**src/rtl/aesl_deadlock_pkg.sv**
```systemverilog
// Shared types and helpers for the AESL deadlock-monitor tree: channel FSM
// state encoding, default stall threshold and the per-direction stall test.
package aesl_deadlock_pkg;

  typedef enum logic [1:0] {
    IDLE    = 2'd0,
    WAIT    = 2'd1,
    BLOCKED = 2'd2
  } stall_state_t;

  localparam int AESL_STALL_THRESH_DEF = 16;

  // dir = 1: DUT consumes (starved when ready without valid).
  // dir = 0: DUT produces (back-pressured when valid without ready).
  function automatic logic stall_cond(input logic dir, input logic tvalid,
                                      input logic tready);
    return dir ? (tready & ~tvalid) : (tvalid & ~tready);
  endfunction

endpackage

```
**src/rtl/aesl_axis_stall_ch.sv**
```systemverilog
// Single-channel AXIS stall FSM with saturating stall counter.
// With AESL_STALL_STATS_EN defined it also tracks the longest stall run.
module aesl_axis_stall_ch
  import aesl_deadlock_pkg::*;
#(
  parameter int   THRESH = AESL_STALL_THRESH_DEF,
  parameter logic IS_IN  = 1'b0
) (
  input  logic        clock,
  input  logic        reset,
  input  logic        en,
  input  logic        tvalid,
  input  logic        tready,
  output logic        blocked,
  output logic        blocked_next
`ifdef AESL_STALL_STATS_EN
  ,
  output logic [15:0] stall_max
`endif
);

  localparam int CNT_W = $clog2(THRESH + 1);
  localparam logic [CNT_W-1:0] THRESH_C = CNT_W'(THRESH);

  stall_state_t     state_q, state_d;
  logic [CNT_W-1:0] cnt_q, cnt_d;
  logic             stall;

  always_comb begin
    stall   = en & stall_cond(IS_IN, tvalid, tready);
    state_d = state_q;
    cnt_d   = cnt_q;
    case (state_q)
      IDLE: begin
        cnt_d = '0;
        if (stall) begin
          cnt_d   = CNT_W'(1);
          state_d = (THRESH == 1) ? BLOCKED : WAIT;
        end
      end
      WAIT: begin
        if (!stall) begin
          state_d = IDLE;
          cnt_d   = '0;
        end else begin
          cnt_d = cnt_q + CNT_W'(1);
          if (cnt_d == THRESH_C) state_d = BLOCKED;
        end
      end
      BLOCKED: begin
        // Counter parks at THRESH instead of wrapping while the stall persists.
        if (!stall) begin
          state_d = IDLE;
          cnt_d   = '0;
        end else begin
          cnt_d = THRESH_C;
        end
      end
      default: begin
        state_d = IDLE;
        cnt_d   = '0;
      end
    endcase
  end

  always_ff @(posedge clock) begin
    if (reset) begin
      state_q <= IDLE;
      cnt_q   <= '0;
    end else begin
      state_q <= state_d;
      cnt_q   <= cnt_d;
    end
  end

  assign blocked      = (state_q == BLOCKED);
  assign blocked_next = (state_d == BLOCKED);

`ifdef AESL_STALL_STATS_EN
  logic [15:0] run_q, run_d;
  logic [15:0] max_q, max_d;

  // Run length is independent of THRESH so long stalls are measured fully.
  always_comb begin
    run_d = run_q;
    max_d = max_q;
    if (stall) begin
      if (run_q != 16'hFFFF) run_d = run_q + 16'd1;
    end else begin
      if (run_q > max_q) max_d = run_q;
      run_d = '0;
    end
  end

  always_ff @(posedge clock) begin
    if (reset) begin
      run_q <= '0;
      max_q <= '0;
    end else begin
      run_q <= run_d;
      max_q <= max_d;
    end
  end

  assign stall_max = max_q;
`endif

endmodule

```
**src/rtl/aesl_axis_stall_detector.sv**
```systemverilog
// Per-channel AXIS stall detector feeding the AESL deadlock monitors.
// Optional macro AESL_STALL_STATS_EN adds the stall_max run-length port.
module aesl_axis_stall_detector
  import aesl_deadlock_pkg::*;
#(
  parameter int                NUM_CH   = 2,
  parameter int                THRESH   = AESL_STALL_THRESH_DEF,
  parameter logic [NUM_CH-1:0] IS_INPUT = 2'b01
) (
  input  logic                   clock,
  input  logic                   reset,
  input  logic                   monitor_en,
  input  logic [NUM_CH-1:0]      ch_tvalid,
  input  logic [NUM_CH-1:0]      ch_tready,
  input  logic                   inst_idle,
  output logic [NUM_CH-1:0]      axis_block_sigs,
  output logic                   any_block,
  output logic [NUM_CH-1:0]      block_onehot_first
`ifdef AESL_STALL_STATS_EN
  ,
  output logic [NUM_CH*16-1:0]   stall_max
`endif
);

  logic              en;
  logic [NUM_CH-1:0] blocked_next;
  logic [NUM_CH-1:0] enter;
  logic              any_block_q, any_block_d;
  logic [NUM_CH-1:0] onehot_q, onehot_d;

  assign en = monitor_en & ~inst_idle;

  for (genvar g = 0; g < NUM_CH; g++) begin : g_ch
    aesl_axis_stall_ch #(
      .THRESH (THRESH),
      .IS_IN  (IS_INPUT[g])
    ) u_ch (
      .clock        (clock),
      .reset        (reset),
      .en           (en),
      .tvalid       (ch_tvalid[g]),
      .tready       (ch_tready[g]),
      .blocked      (axis_block_sigs[g]),
      .blocked_next (blocked_next[g])
`ifdef AESL_STALL_STATS_EN
      ,
      .stall_max    (stall_max[g*16 +: 16])
`endif
    );
  end

  // Isolating the lowest set bit of the entry vector gives the priority pick.
  always_comb begin
    enter       = blocked_next & ~axis_block_sigs;
    onehot_d    = enter & (~enter + NUM_CH'(1));
    any_block_d = |blocked_next;
  end

  always_ff @(posedge clock) begin
    if (reset) begin
      any_block_q <= 1'b0;
      onehot_q    <= '0;
    end else begin
      any_block_q <= any_block_d;
      onehot_q    <= onehot_d;
    end
  end

  assign any_block          = any_block_q;
  assign block_onehot_first = onehot_q;

endmodule
```
**config.mk**
```make
export PLATFORM = sky130hd
export DESIGN_NAME = aesl_axis_stall_detector
export DESIGN_NICKNAME = d
export VERILOG_FILES = /design/src/rtl/aesl_deadlock_pkg.sv /design/src/rtl/aesl_axis_stall_ch.sv /design/src/rtl/aesl_axis_stall_detector.sv
export SDC_FILE = /design/constraint.sdc
export NUM_CORES = 1
export LEC_CHECK = 0
export ABC_CLOCK_PERIOD_IN_PS = 3200
export CAP_MARGIN = 5
export CORE_MARGIN = 3
export CORE_UTILIZATION = 40
export DETAILED_ROUTE_END_ITERATION = 16
export PLACE_DENSITY = 0.61
export SETUP_SLACK_MARGIN = 0.02
export SLEW_MARGIN = 5
export SYNTH_ARGS = -nofsm -noshare
export SYNTH_HDL_FRONTEND = slang
export SYNTH_SLANG_ARGS = --single-unit
```
**constraint.sdc**
```tcl
create_clock -name clock -period 3.2 [get_ports clock]
set_input_delay 0.8 -clock clock [delete_from_list [all_inputs] [get_ports clock]]
set_output_delay 0.8 -clock clock [all_outputs]
set_load 0.03 [all_outputs]
```
==> flow_summary.ini, run 1 <==
[status]
status = complete, no violations

[global_routing]
grt_first_pass_wirelength_mm = 2.37
first_global_vias = 552
antenna_found_initial = 0
grtUsageTotal_pct = 12.5
grt_max_degree = 11
grt_overflow = 0

[layout]
fillers = 186
stdcell_count = 114
diodes = 0
nets = 100
fin_area_um2 = 932
drive_gt1_share_pct = 13.5
areaGrowthSynthToFinish_pct = 21.3

[worst_setup_path]
path_delay_family = buffers and inverters
critPathSlowestCell = clkdlybuf4s50_1
r2r-end = g_ch[1].u_ch.cnt_q[4]
end_kind = output pin
reg2reg_setup_slack_ns = 1.96
worstSetupPathType = flip-flop to output pin
start_kind = flip-flop
cp_max_fo = 4
crit_chain = nor2b_1 -> clkdlybuf4s50_1
worstPathRequired_ns = 2.40
r2r_cells = 5
critical-path-max-stage-delay_ns = 0.72
reg2reg_from = g_ch[1].u_ch.cnt_q[0]
cp.arrival_ns = 1.65
cp-startpoint = g_ch[1].u_ch.state_q[1]
cp_num_buf_inv = 1

[logic_synthesis]
synth-edff-count = 0
synth_warnings = 0
synthDistinctLibCells = 29
avgSynthCellArea_um2 = 10.2
yosysSeqAreaShare_pct = 44.3
synthesis.area_um2 = 768
netlist_top_cells_count = dfxtp_1 (17), nor2_1 (11), nand3_1 (6), nor2b_1 (4), xnor2_1 (4)
synthCells = 75
synth_ff_type = dfxtp_1
syn_nets = 85
synth_top_area_cell = dfxtp_1
async_flop_share_pct = 0
synth_top_area_share_pct = 44.3
ys_ff_latch = 17
yosysMostFrequentCell = dfxtp_1
synthTopCellsByArea = dfxtp_1 (44%), nor2_1 (5.4%), xnor2_1 (4.6%)

[clock_tree]
numCtsBuffers = 3
cts_resized = 0
root_buffer = clkbuf_4
cts.sinks = 17
cts.path.max_buffers = 2
cts_setup_buffers = 0
htreeDepth = 1
clock_latency_ns = 0.28
cts_tree = done
path_clk_slew_ns = 0.10
hold_buffers = 0

[detailed_routing]
via_per_inst = 4.87
drt_iter0_markers = 4
drc = 0
wirelength_mm = 1.34
ant_nets = 0
first_pass_iters = 4
post_drt_wl_per_cell_um = 11.8
via_count = 555

[timing]
skew_ns = 0.00119
fin_crit_sh_pct = 76.4
hold_ws_ns = 0.492
hold_viol = 0
setup_violations = 0
slew_headroom_pct = 79.3
worstMarginPinSlew_ns = 0.309
final-max-slew-violation-count = 0
tns_ns = 0
rsz0062_at_grt = false
max_freq_mhz = 409
period_needed_ns = 2.45

[min_path]
hold_end = g_ch[1].u_ch.cnt_q[0]
min_from = g_ch[1].u_ch.state_q[0]
worst_hold_path.num_cells = 1
hold_class = flip-flop to flip-flop

[floorplan]
start_util_pct = 43.5
fp.dieW_um = 49.8
core_area_um2 = 1760
ios = 13
rows = 15
dieHeight_um = 49.8
die_area_um2 = 2480

[power]
power_leakage_nw = 0.321
ir_worst_vdd_mv = 0.178
powerDensity_nw_per_um2 = 368

[placed_design]
portBuffers = 12
placed_area_um2 = 905
post-place-cells = 110
hpwl_mm = 1.08
gp_congestion = 0.688

[job]
drv_cap = 0
==> logic make-up (layout without fill, tap and decap cells) <==
kind of cell,count (synthesis),count (layout),synth area share [%]
compound gates,12,12,12.5
xor+xnor,6,6,6.84
fa+ha+maj,2,2,3.26
buf+inv,3,17,2.44
flops,17,17,44.3
simple gates,35,35,30.6
==> cells in the final DEF, fill, tap and decap left out, types with 3 or more instances in the layout <==
cell type,netlist,final
nor2b_1,4,4
xnor2_1,4,4
a21oi_1,3,3
clkdlybuf4s50_1,0,12
nand3_1,6,6
clkbuf_4,0,3
dfxtp_1,17,17
nor2_1,11,11
==> metrics by stage <==
stage          power (mW)  setup WS (ns)  utilization (%)
2_1_floorplan       0.223           1.66                -
3_3_place_gp        0.235           1.08             51.3
3_5_place_dp        0.235           1.07             51.3
4_1_cts             0.351          0.743             52.8
5_1_grt             0.360          0.632             52.8
6_report            0.343          0.754             52.8
==> cell type report <==
type,instances,area (µm²),area share [%]
clock inverters,1,5.00,0.537
flip-flops and latches,17,340,36.5
repair buffers,12,120,12.9
clock buffers,3,22.5,2.42
multi-input cells,55,409,43.9
well taps,25,31.3,3.36
inverters,1,3.75,0.403
==> registers in the layout, indices dropped and copies added (netlist names) <==
name / count
g_ch.u_ch.cnt_q: 10
g_ch.u_ch.state_q: 4
block_onehot_first: 2
any_block: 1
==> worst reg2reg max path, cell delays in order, from the launching register on <==
cell	delay (ns)
dfxtp_1	0.43
ha_1	0.28
nand3_1	0.11
xnor2_1	0.14
a21oi_1	0.14
nor2_1	0.05
==> per-layer routing <==
| metal | part of all wire [%] | routed length (µm) | track usage (%) | vias up |
|---|---|---|---|---|
| met5 | 0 | 0 | 0 | - |
| met4 | 0 | 0 | 5.53 | 0 |
| met3 | 4.0 | 54 | 3.32 | 0 |
| met2 | 54 | 729 | 22.2 | 6 |
| met1 | 42 | 558 | 13.8 | 253 |
| li1 | - | - | - | 296 |
==> power breakdown <==
part | leakage [nW] | internal, mW | switching, mW | total (mW)
clock network | 0.0177 | 0.0463 | 0.0658 | 0.112
logic | 0.166 | 0.0113 | 0.00597 | 0.0172
registers | 0.137 | 0.212 | 0.00103 | 0.213
total | 0.321 | 0.270 | 0.0728 | 0.343
==> how the worst max path moves through the flow <==
stage                         end  slack (ns)  depth (start not counted)
2_1_floorplan  axis_block_sigs[0]        1.66                          2
3_3_place_gp   axis_block_sigs[0]        1.08                          2
3_5_place_dp   axis_block_sigs[0]        1.07                          2
4_1_cts        axis_block_sigs[0]        0.74                          2
5_1_grt        axis_block_sigs[0]        0.63                          2
6_report       axis_block_sigs[1]        0.75                          2
Power figures use the tool's default switching activity.
==> run 2, diff against run 1 <==
Settings changed: ABC_CLOCK_PERIOD_IN_PS 3200 to 2350.
Clock period 3.2 ns to 2.35 ns, I/O delays scaled along.
==> run 2 against run 1 <==
Cell count is the same. Via count rose by 0.18%. First-iteration DRC count stayed put. Clock power up 37%. Critical endpoint is now block_onehot_first[0].
==> flow_summary.ini, run 2 (synthesis gave the netlist of run 1 again) <==
[clock_tree]
cts_tree = done
numCtsBuffers = 3
cts.path.max_buffers = 2
cts_setup_buffers = 0
htreeDepth = 1
hold_buffers = 0
cts_resized = 0
cts.sinks = 17
path_clk_slew_ns = 0.10
clock_latency_ns = 0.28
root_buffer = clkbuf_4

[power]
powerDensity_nw_per_um2 = 498
p_switching_mw = 0.0991
p_int_mw = 0.367
p_clk_share_pct = 32.7
switching_share_pct = 21.2
p_total_mw = 0.467
p_seq_share_pct = 62.3
ir_worst_vdd_mv = 0.242
combPwrFrac_pct = 5.0
power_leakage_nw = 0.359

[worst_setup_path]
cp.arrival_ns = 1.26
end_kind = output pin
cp_max_fo = 1
cp_num_buf_inv = 1
path_delay_family = buffers and inverters
crit_chain = clkdlybuf4s50_1
worstPathRequired_ns = 1.76
reg2reg_setup_slack_ns = 1.11
start_kind = flip-flop
critical-path-max-stage-delay_ns = 0.66
worstSetupPathType = flip-flop to output pin
critPathSlowestCell = clkdlybuf4s50_1

[layout]
drive_gt1_share_pct = 13.5
nets = 100
areaGrowthSynthToFinish_pct = 22.0
largest_register_ffs = 10
fin_util_pct = 53.1
final_common_cell = dfxtp_1
mostFrequentLayoutCells = dfxtp_1 (17), nor2_1 (11), clkdlybuf4s50_1 (10)
diodes = 0
top_register = g_ch.u_ch.cnt_q

[detailed_routing]
wirelength_mm = 1.34
ant_nets = 0
via_count = 556
via_per_inst = 4.88
drc = 0
drt_iter0_markers = 4
post_drt_wl_per_cell_um = 11.8
first_pass_iters = 4

[timing]
hold_viol = 0
tns_ns = 0
slew_headroom_pct = 79.0
worstMarginPinSlew_ns = 0.315
rsz0062_at_grt = false
setup_violations = 0
worst_slack_ns = 0.499
period_needed_ns = 1.85
fin_crit_sh_pct = 78.8
final-max-slew-violation-count = 0
skew_ns = 0.00119
max_freq_mhz = 540

[floorplan]
dieHeight_um = 49.8
fp.dieW_um = 49.8
ios = 13
rows = 15
die_area_um2 = 2480
start_util_pct = 43.5
core_area_um2 = 1760

[job]
drv_cap = 0

[placed_design]
portBuffers = 12
pre_cts_ws_ns = 0.434
gp_congestion = 0.688
hpwl_mm = 1.08

[global_routing]
grt_first_pass_wirelength_mm = 2.37
first_global_vias = 552
grtUsageTotal_pct = 12.5
grt_overflow = 0
antenna_found_initial = 0
grt_max_degree = 11

[status]
status = complete, no violations

[min_path]
hold_class = flip-flop to flip-flop
run 2: cell count changes in the layout (fill, tap and decap cells not counted):
| cell | before | now |
|---|---|---|
| clkdlybuf4s50_1 | 12 | 10 |
| dlymetal6s2s_1 | 0 | 2 |
run 2: final timing paths:
path                                         startpoint               endpoint  cells after the start
worst max-delay path              block_onehot_first[0]  block_onehot_first[0]                      1
worst min-delay path            g_ch[1].u_ch.state_q[0]  g_ch[1].u_ch.cnt_q[0]                      1
worst max register to register    g_ch[1].u_ch.cnt_q[0]  g_ch[1].u_ch.cnt_q[4]                      5
worst min register to register  g_ch[1].u_ch.state_q[0]  g_ch[1].u_ch.cnt_q[0]                      1
run 2: layout make-up:
type | count | area (µm²)
inverters | 1 | 3.75
flip-flops and latches | 17 | 340
multi-input cells | 55 | 409
fillers | 184 | 827
repair buffers | 12 | 125
clock buffers | 3 | 22.5
well taps | 25 | 31.3
clock inverters | 1 | 5.00
run 2: power groups by stage:
stage	Sequential [mW]	Clock (mW)	Combinational [mW]
global placement	0.297	0	0.0236
floorplan	0.297	0	0.00718
finish	0.290	0.153	0.0235
CTS	0.291	0.163	0.0237
detailed placement	0.297	0	0.0236
global route	0.291	0.174	0.0251
run 2: metrics by stage:
stage / hold WS (ns) / cell area [µm²] / instances
global route: 0.520 / 937 / 114
floorplan: 0.431 / 768 / 75
CTS: 0.491 / 932 / 114
global placement: 0.466 / 905 / 110
detailed placement: 0.471 / 905 / 110
finish: 0.492 / 937 / 114
run 2: layer usage:
layer	global-route usage, %	part of all wire (%)	wire length [µm]	vias up
met2	22.2	55	732	6
met1	13.8	41	547	254
met4	5.53	0	0	0
li1	-	-	-	296
met3	3.32	4.5	60	0
met5	0	0	0	-
